===== src/rtl/vector_ls_strided.sv =====
// Strided vector load/store sequencer between the vector slices and one OCP-style master port.
// Keeps up to MAX_OUTSTANDING requests in flight; an error response stops issue and drains.
//
// state  | meaning
// IDLE   | waiting for new_op
// ACTIVE | issuing commands and collecting responses
// DRAIN  | error seen; no new commands, collecting the in-flight responses
module vector_ls_strided #(
   parameter int NUM_SLICES      = 1,
   parameter int NUM_ELEMS       = 8,
   parameter int ELEM_SIZE       = 16,
   parameter int SCALAR_SIZE     = 32,
   parameter int MAX_OUTSTANDING = 4,
   parameter int STRIDE_WIDTH    = 16,
   localparam int SPV = NUM_ELEMS * ELEM_SIZE / SCALAR_SIZE,
   localparam int CW  = $clog2(SPV * NUM_SLICES) + 1,
   localparam int SW  = (SPV > 1) ? $clog2(SPV) : 1
) (
   input  logic                           clk,
   input  logic                           reset,
   input  logic                           new_op,
   input  logic                           op_we,
   input  logic [31:0]                    op_base,
   input  logic signed [STRIDE_WIDTH-1:0] op_stride,
   input  logic [CW-1:0]                  op_count,
   output logic                           busy,
   output logic                           complete,
   output logic                           error,
   output logic [SW-1:0]                  sel_store_word,
   output logic [NUM_SLICES-1:0]          serial_output,
   input  logic [SCALAR_SIZE-1:0]         store_serial_in,
   output logic [SW-1:0]                  sel_word,
   output logic [NUM_SLICES-1:0]          load_en,
   output logic [SCALAR_SIZE-1:0]         load_out,
   output logic                           bus_mreset_n,
   output logic [2:0]                     bus_mcmd,
   output logic [31:0]                    bus_maddr,
   output logic [SCALAR_SIZE-1:0]         bus_mdata,
   output logic [SCALAR_SIZE/8-1:0]       bus_mbyteen,
   input  logic                           bus_scmdaccept,
   input  logic [1:0]                     bus_sresp,
   input  logic [SCALAR_SIZE-1:0]         bus_sdata,
   output logic                           bus_mrespaccept
);

   localparam int OW      = $clog2(MAX_OUTSTANDING + 1);
   localparam int SPV_LOG = $clog2(SPV);

   localparam logic [2:0] CMD_IDLE  = 3'd0;
   localparam logic [2:0] CMD_WR    = 3'd1;
   localparam logic [2:0] CMD_RD    = 3'd2;
   localparam logic [1:0] RESP_NULL = 2'd0;
   localparam logic [1:0] RESP_DVA  = 2'd1;

   typedef enum logic [1:0] {
      ST_IDLE   = 2'd0,
      ST_ACTIVE = 2'd1,
      ST_DRAIN  = 2'd2
   } state_t;

   state_t                         state_q, state_d;
   logic                           we_q, we_d;
   logic [31:0]                    addr_q, addr_d;
   logic signed [STRIDE_WIDTH-1:0] stride_q, stride_d;
   logic [CW-1:0]                  count_q, count_d;
   logic [CW-1:0]                  req_q, req_d;
   logic [CW-1:0]                  resp_q, resp_d;
   logic [OW-1:0]                  outst_q, outst_d;
   logic                           error_q, error_d;
   logic                           complete_q, complete_d;

   logic issue;
   logic cmd_acc;
   logic resp_take;
   logic resp_vld;
   logic resp_ok;
   logic resp_bad;

   always_comb begin
      issue     = (state_q == ST_ACTIVE) && (req_q != count_q) &&
                  (outst_q < OW'(MAX_OUTSTANDING));
      cmd_acc   = issue && bus_scmdaccept;
      resp_take = (state_q != ST_IDLE) && (outst_q != '0);
      resp_vld  = resp_take && (bus_sresp != RESP_NULL);
      resp_ok   = resp_vld && (bus_sresp == RESP_DVA);
      resp_bad  = resp_vld && bus_sresp[1];
   end

   always_comb begin
      state_d    = state_q;
      we_d       = we_q;
      addr_d     = addr_q;
      stride_d   = stride_q;
      count_d    = count_q;
      req_d      = req_q;
      resp_d     = resp_q;
      outst_d    = outst_q;
      error_d    = error_q;
      complete_d = 1'b0;

      if (cmd_acc) begin
         req_d  = req_q + CW'(1);
         addr_d = addr_q + 32'(stride_q);
      end
      if (resp_vld) begin
         resp_d = resp_q + CW'(1);
      end
      // a command accept and a response in the same cycle cancel out
      if (cmd_acc && !resp_vld) begin
         outst_d = outst_q + OW'(1);
      end else if (!cmd_acc && resp_vld) begin
         outst_d = outst_q - OW'(1);
      end
      if (resp_bad) begin
         error_d = 1'b1;
      end

      case (state_q)
         ST_IDLE: begin
            if (new_op) begin
               we_d     = op_we;
               addr_d   = op_base >> 2;
               stride_d = op_stride;
               count_d  = op_count;
               req_d    = '0;
               resp_d   = '0;
               outst_d  = '0;
               error_d  = 1'b0;
               if (op_count == '0) begin
                  complete_d = 1'b1;
               end else begin
                  state_d = ST_ACTIVE;
               end
            end
         end
         ST_ACTIVE: begin
            if (resp_bad) begin
               if (outst_d == '0) begin
                  state_d    = ST_IDLE;
                  complete_d = 1'b1;
               end else begin
                  state_d = ST_DRAIN;
               end
            end else if (resp_ok && (resp_d == count_q)) begin
               state_d    = ST_IDLE;
               complete_d = 1'b1;
            end
         end
         ST_DRAIN: begin
            if (outst_d == '0) begin
               state_d    = ST_IDLE;
               complete_d = 1'b1;
            end
         end
         default: begin
            state_d = ST_IDLE;
         end
      endcase
   end

   always_ff @(posedge clk or posedge reset) begin
      if (reset) begin
         state_q    <= ST_IDLE;
         we_q       <= 1'b0;
         addr_q     <= '0;
         stride_q   <= '0;
         count_q    <= '0;
         req_q      <= '0;
         resp_q     <= '0;
         outst_q    <= '0;
         error_q    <= 1'b0;
         complete_q <= 1'b0;
      end else begin
         state_q    <= state_d;
         we_q       <= we_d;
         addr_q     <= addr_d;
         stride_q   <= stride_d;
         count_q    <= count_d;
         req_q      <= req_d;
         resp_q     <= resp_d;
         outst_q    <= outst_d;
         error_q    <= error_d;
         complete_q <= complete_d;
      end
   end

   assign busy     = (state_q != ST_IDLE);
   assign complete = complete_q;
   assign error    = error_q;

   assign bus_mreset_n    = ~reset;
   assign bus_mcmd        = issue ? (we_q ? CMD_WR : CMD_RD) : CMD_IDLE;
   assign bus_maddr       = addr_q;
   assign bus_mdata       = store_serial_in;
   assign bus_mbyteen     = '1;
   assign bus_mrespaccept = resp_take;

   // scalar index splits into slice (upper bits) and word within the vector (lower bits)
   assign serial_output  = issue ? (NUM_SLICES'(1) << (req_q >> SPV_LOG)) : '0;
   assign sel_store_word = issue ? SW'(req_q & CW'(SPV - 1)) : '0;
   assign load_en        = (resp_ok && !we_q) ? (NUM_SLICES'(1) << (resp_q >> SPV_LOG)) : '0;
   assign sel_word       = (resp_ok && !we_q) ? SW'(resp_q & CW'(SPV - 1)) : '0;
   assign load_out       = bus_sdata;

endmodule


===== config.mk =====
export PLATFORM = sky130hd
export DESIGN_NAME = vector_ls_strided
export DESIGN_NICKNAME = d
export VERILOG_FILES = /design/src/rtl/vector_ls_strided.sv
export SDC_FILE = /design/constraint.sdc
export NUM_CORES = 1
export LEC_CHECK = 0
export ABC_AREA = 1
export BUFFER_PORTS_ARGS = -buffer_cell sky130_fd_sc_hd__buf_2
export CORE_MARGIN = 2
export CORE_UTILIZATION = 49
export CTS_CLUSTER_SIZE = 12
export DETAILED_ROUTE_END_ITERATION = 12
export PLACE_DENSITY_LB_ADDON = 0.08
export SYNTH_ARGS = -nofsm -noshare
export SYNTH_HDL_FRONTEND = slang
export SYNTH_SLANG_ARGS = --single-unit

===== constraint.sdc =====
create_clock -name clk -period 2.9 [get_ports clk]
set_clock_uncertainty 0.05 [all_clocks]
set_input_delay 0.145 -clock clk [delete_from_list [all_inputs] [get_ports clk]]
set_output_delay 0.145 -clock clk [all_outputs]
set_load 0.02 [all_outputs]

==> results.md <==
* H-tree depth at 3
* Die area at 12300 sq um
* FFs w/ async S/R, synth at 1.00
* Relative slew margins at 0.524
* Count leader, synth: nand2_1
* Net Sw Frac at 0.536
* Initial antenna violation count at 0
* Total power at 9.05 mW
* Drt wl/cell at 15.5 um
* Status: complete, no violations
* Max Transition Viols Final at 0
* Post_cts resized at 0
* Routed vias at 5596
* Crit path kind: reg2reg
* Peak VDD IR at 0.813 mV
* Cell variety after synth at 49
* Drt drc at 0
* Max frequency at 396 MHz
* Gr busiest metal: met2
* Synth Cell Area at 5600 sq um
* Fin. Hold Viols at 0
* Hold Path Class: in2reg
* Unrepaired setup endpoints after global routing: no
* Clk_lat worst skew at 0.35 ns
* Commonest cells post-synth: 214 x nand2_1, 89 x nor2_1, 78 x a21oi_1
* Cells taking the most area after synthesis: dfrtp_1 29%, nand2_1 14%, buf_4 9.3%
* Cell area after layout at 6470 sq um
* Worst Tran Pin Value at 0.713 ns
* Final core occ at 0.574
* DR iter-0 viols at 366
* First-pass DRT Iterations at 5
* Drt via density at 5.39
* CP required at 3.09 ns
* Post-synth EDFFs at 0
* Startpoint class of the critical path: flip-flop
* Sw Pwr at 4.85 mW
* Setup violators final at 0
* Die H at 111 um
* Gp weighted congestion at 0.898
* Critical Path Fanout Max at 5
* Max cap viols at 0
* Die X at 111 um
* Synth Register Bits at 65
* Layout cells sized above 1 at 0.164
* GRT Total Usage at 0.271
* DP Area at 5750 sq um
* Sum Neg Setup Slack at 0 ns
* Seq pwr share at 0.192
* Detailed Place HPWL at 11900 um
* CTS tree: done
* Mapped Cells at 818
* First-pass GRT wire length at 26900 um
* Combinational share of power at 0.677
* Area leader, netlist: dfrtp_1
* Antenna-violating nets left at 0
* Initial core utilization at 0.497
* Power per cell area at 1400 nW/um^2
* Final Critical Period at 2.52 ns
* Total Nets Final at 1050
* Multi-input gate area at 3120 sq um
* Crit share post-route at 0.870
* Routed WL at 16100 um
* Seq. cell area at 1630 sq um
* Clock network fraction of total power at 0.130
* Grt met2 use at 0.443
* Diodes inserted at 0
* Met3 usage at 0.0596
* Most used DFF post-synth: dfrtp_1
* Met1 usage at 0.349
* Critical path endpoint category: flip-flop
* Post-synth top area share at 0.291
* Top Ports at 236
* CTS Buf Count at 9
* Clock sinks at 65
* GRT overflow at 0
* Clock Tree Buf Depth at 2
* Worst-path clk slew at 0.06 ns
* Core area at 11300 sq um
* Number of global-route vias before repair at 5535
* IO Port Bufs at 100
* Row Count at 39
* CP arrival at 2.72 ns
* Area delta synth->final at 15.6%
* Static Leak at 3.30 nW
* Warning count from the yosys run at 0
* Pin count of the biggest net entering global routing at 66
* Synthesized area per cell at 6.84 sq um
* Clk root buf: clkbuf_16
* P_int at 4.20 mW
* Fillers at 1110
* Sequential fraction of the synthesis area at 0.291
-- power groups by stage --
stage                     sequential, mW  clock (mW)  combinational (mW)
after global routing                1.80        1.25                6.93
after global placement              1.73           0                5.91
after floorplan                     1.95           0                4.33
final                               1.74        1.18                6.13
after detailed placement            1.75           0                6.01
after CTS                           1.74        1.20                6.09
-- layout by cell type, fill, tap and decap left out, drive strengths merged, types with 4 or more instances in the layout --
master,count
conb,5
a21oi,79
inv,73
o21ai,47
dfrtp,65
nand2,219
nand3b,8
xor2,10
nor3,8
o21a,6
ha,36
nand4,12
clkbuf,11
dlygate4sd3,41
nand3,48
nor2,92
or2,4
buf,105
-- critical path, cell delays in order (launching register included) --
cell,delay [ns]
dfrtp_1,0.37
ha_1,0.19
inv_1,0.06
fa_1,0.40
nand3b_1,0.17
nand2_1,0.18
nand2_1,0.07
nand2_1,0.13
nand3_1,0.08
nand2_1,0.26
nand3_1,0.14
nand3_1,0.11
nand3_1,0.07
nand2_1,0.09
inv_1,0.04
-- cell families after synthesis --
family / Yosys count / share of synthesized area
other: 2 / 0.00134
adder cells (fa/ha/maj): 37 / 0.0841
XOR/XNOR: 12 / 0.0201
AO/OA/AOI/OAI: 147 / 0.144
flip-flops: 65 / 0.291
AND/OR/NAND/NOR: 395 / 0.304
buffers and inverters: 160 / 0.155
-- layer usage --
layer / vias up / share of wire / routed length [um]
met3: 45 / 0.068 / 1100
met4: 0 / 0.026 / 414
li1: 2754 / - / -
met2: 214 / 0.46 / 7350
met5: - / 0 / 0
met1: 2583 / 0.45 / 7240
-- sequential cells by signal, indices dropped and copies added (netlist names) --
register and cells:
error 1, complete 1, count_q 3, bus_maddr 32, state_q 2, we_q 1, resp_q 3, req_q 3
stride_q 16, outst_q 3
-- layout make-up --
cell class                 instances  share of cell area
inverter                          73              0.0425
multi-input combinational        596               0.482
sequential                        65               0.251
tap                              143              0.0276
timing repair buffer             146               0.148
clock inverter                     5              0.0122
clock buffer                      11              0.0360
-- path summary, 6_finish.rpt --
path | cells after the start | to | from | slack (ns)
hold / removal | 3 | bus_maddr[25] | op_base[27] | 0.009
setup reg to reg | 14 | bus_maddr[30] | bus_maddr[0] | 0.38
max in group asynchronous | 4 | bus_maddr[11] | reset | 1.88
hold reg to reg | 2 | stride_q[7] | stride_q[7] | 0.43
setup / recovery | 14 | bus_maddr[30] | bus_maddr[0] | 0.38
min in group asynchronous | 3 | bus_maddr[10] | reset | 0.30
-- what timing repair did --
action | in CTS | in global routing
endpoints found under the hold margin | 56 | 0
setup buffers | 0 | 0
hold buffers | 41 | 0
-- metrics by stage --
stage | hold slack [ns] | worst slack [ns] | std cells
floorplan | 0.212 | 0.723 | 821
detailed placement | 0.129 | 0.374 | 982
CTS | 0.0000638 | 0.362 | 1039
global placement | 0.110 | 0.424 | 982
finish | 0.00936 | 0.376 | 1039
global route | 0.0215 | 0.106 | 1039
Power figures use the tool's default switching activity.
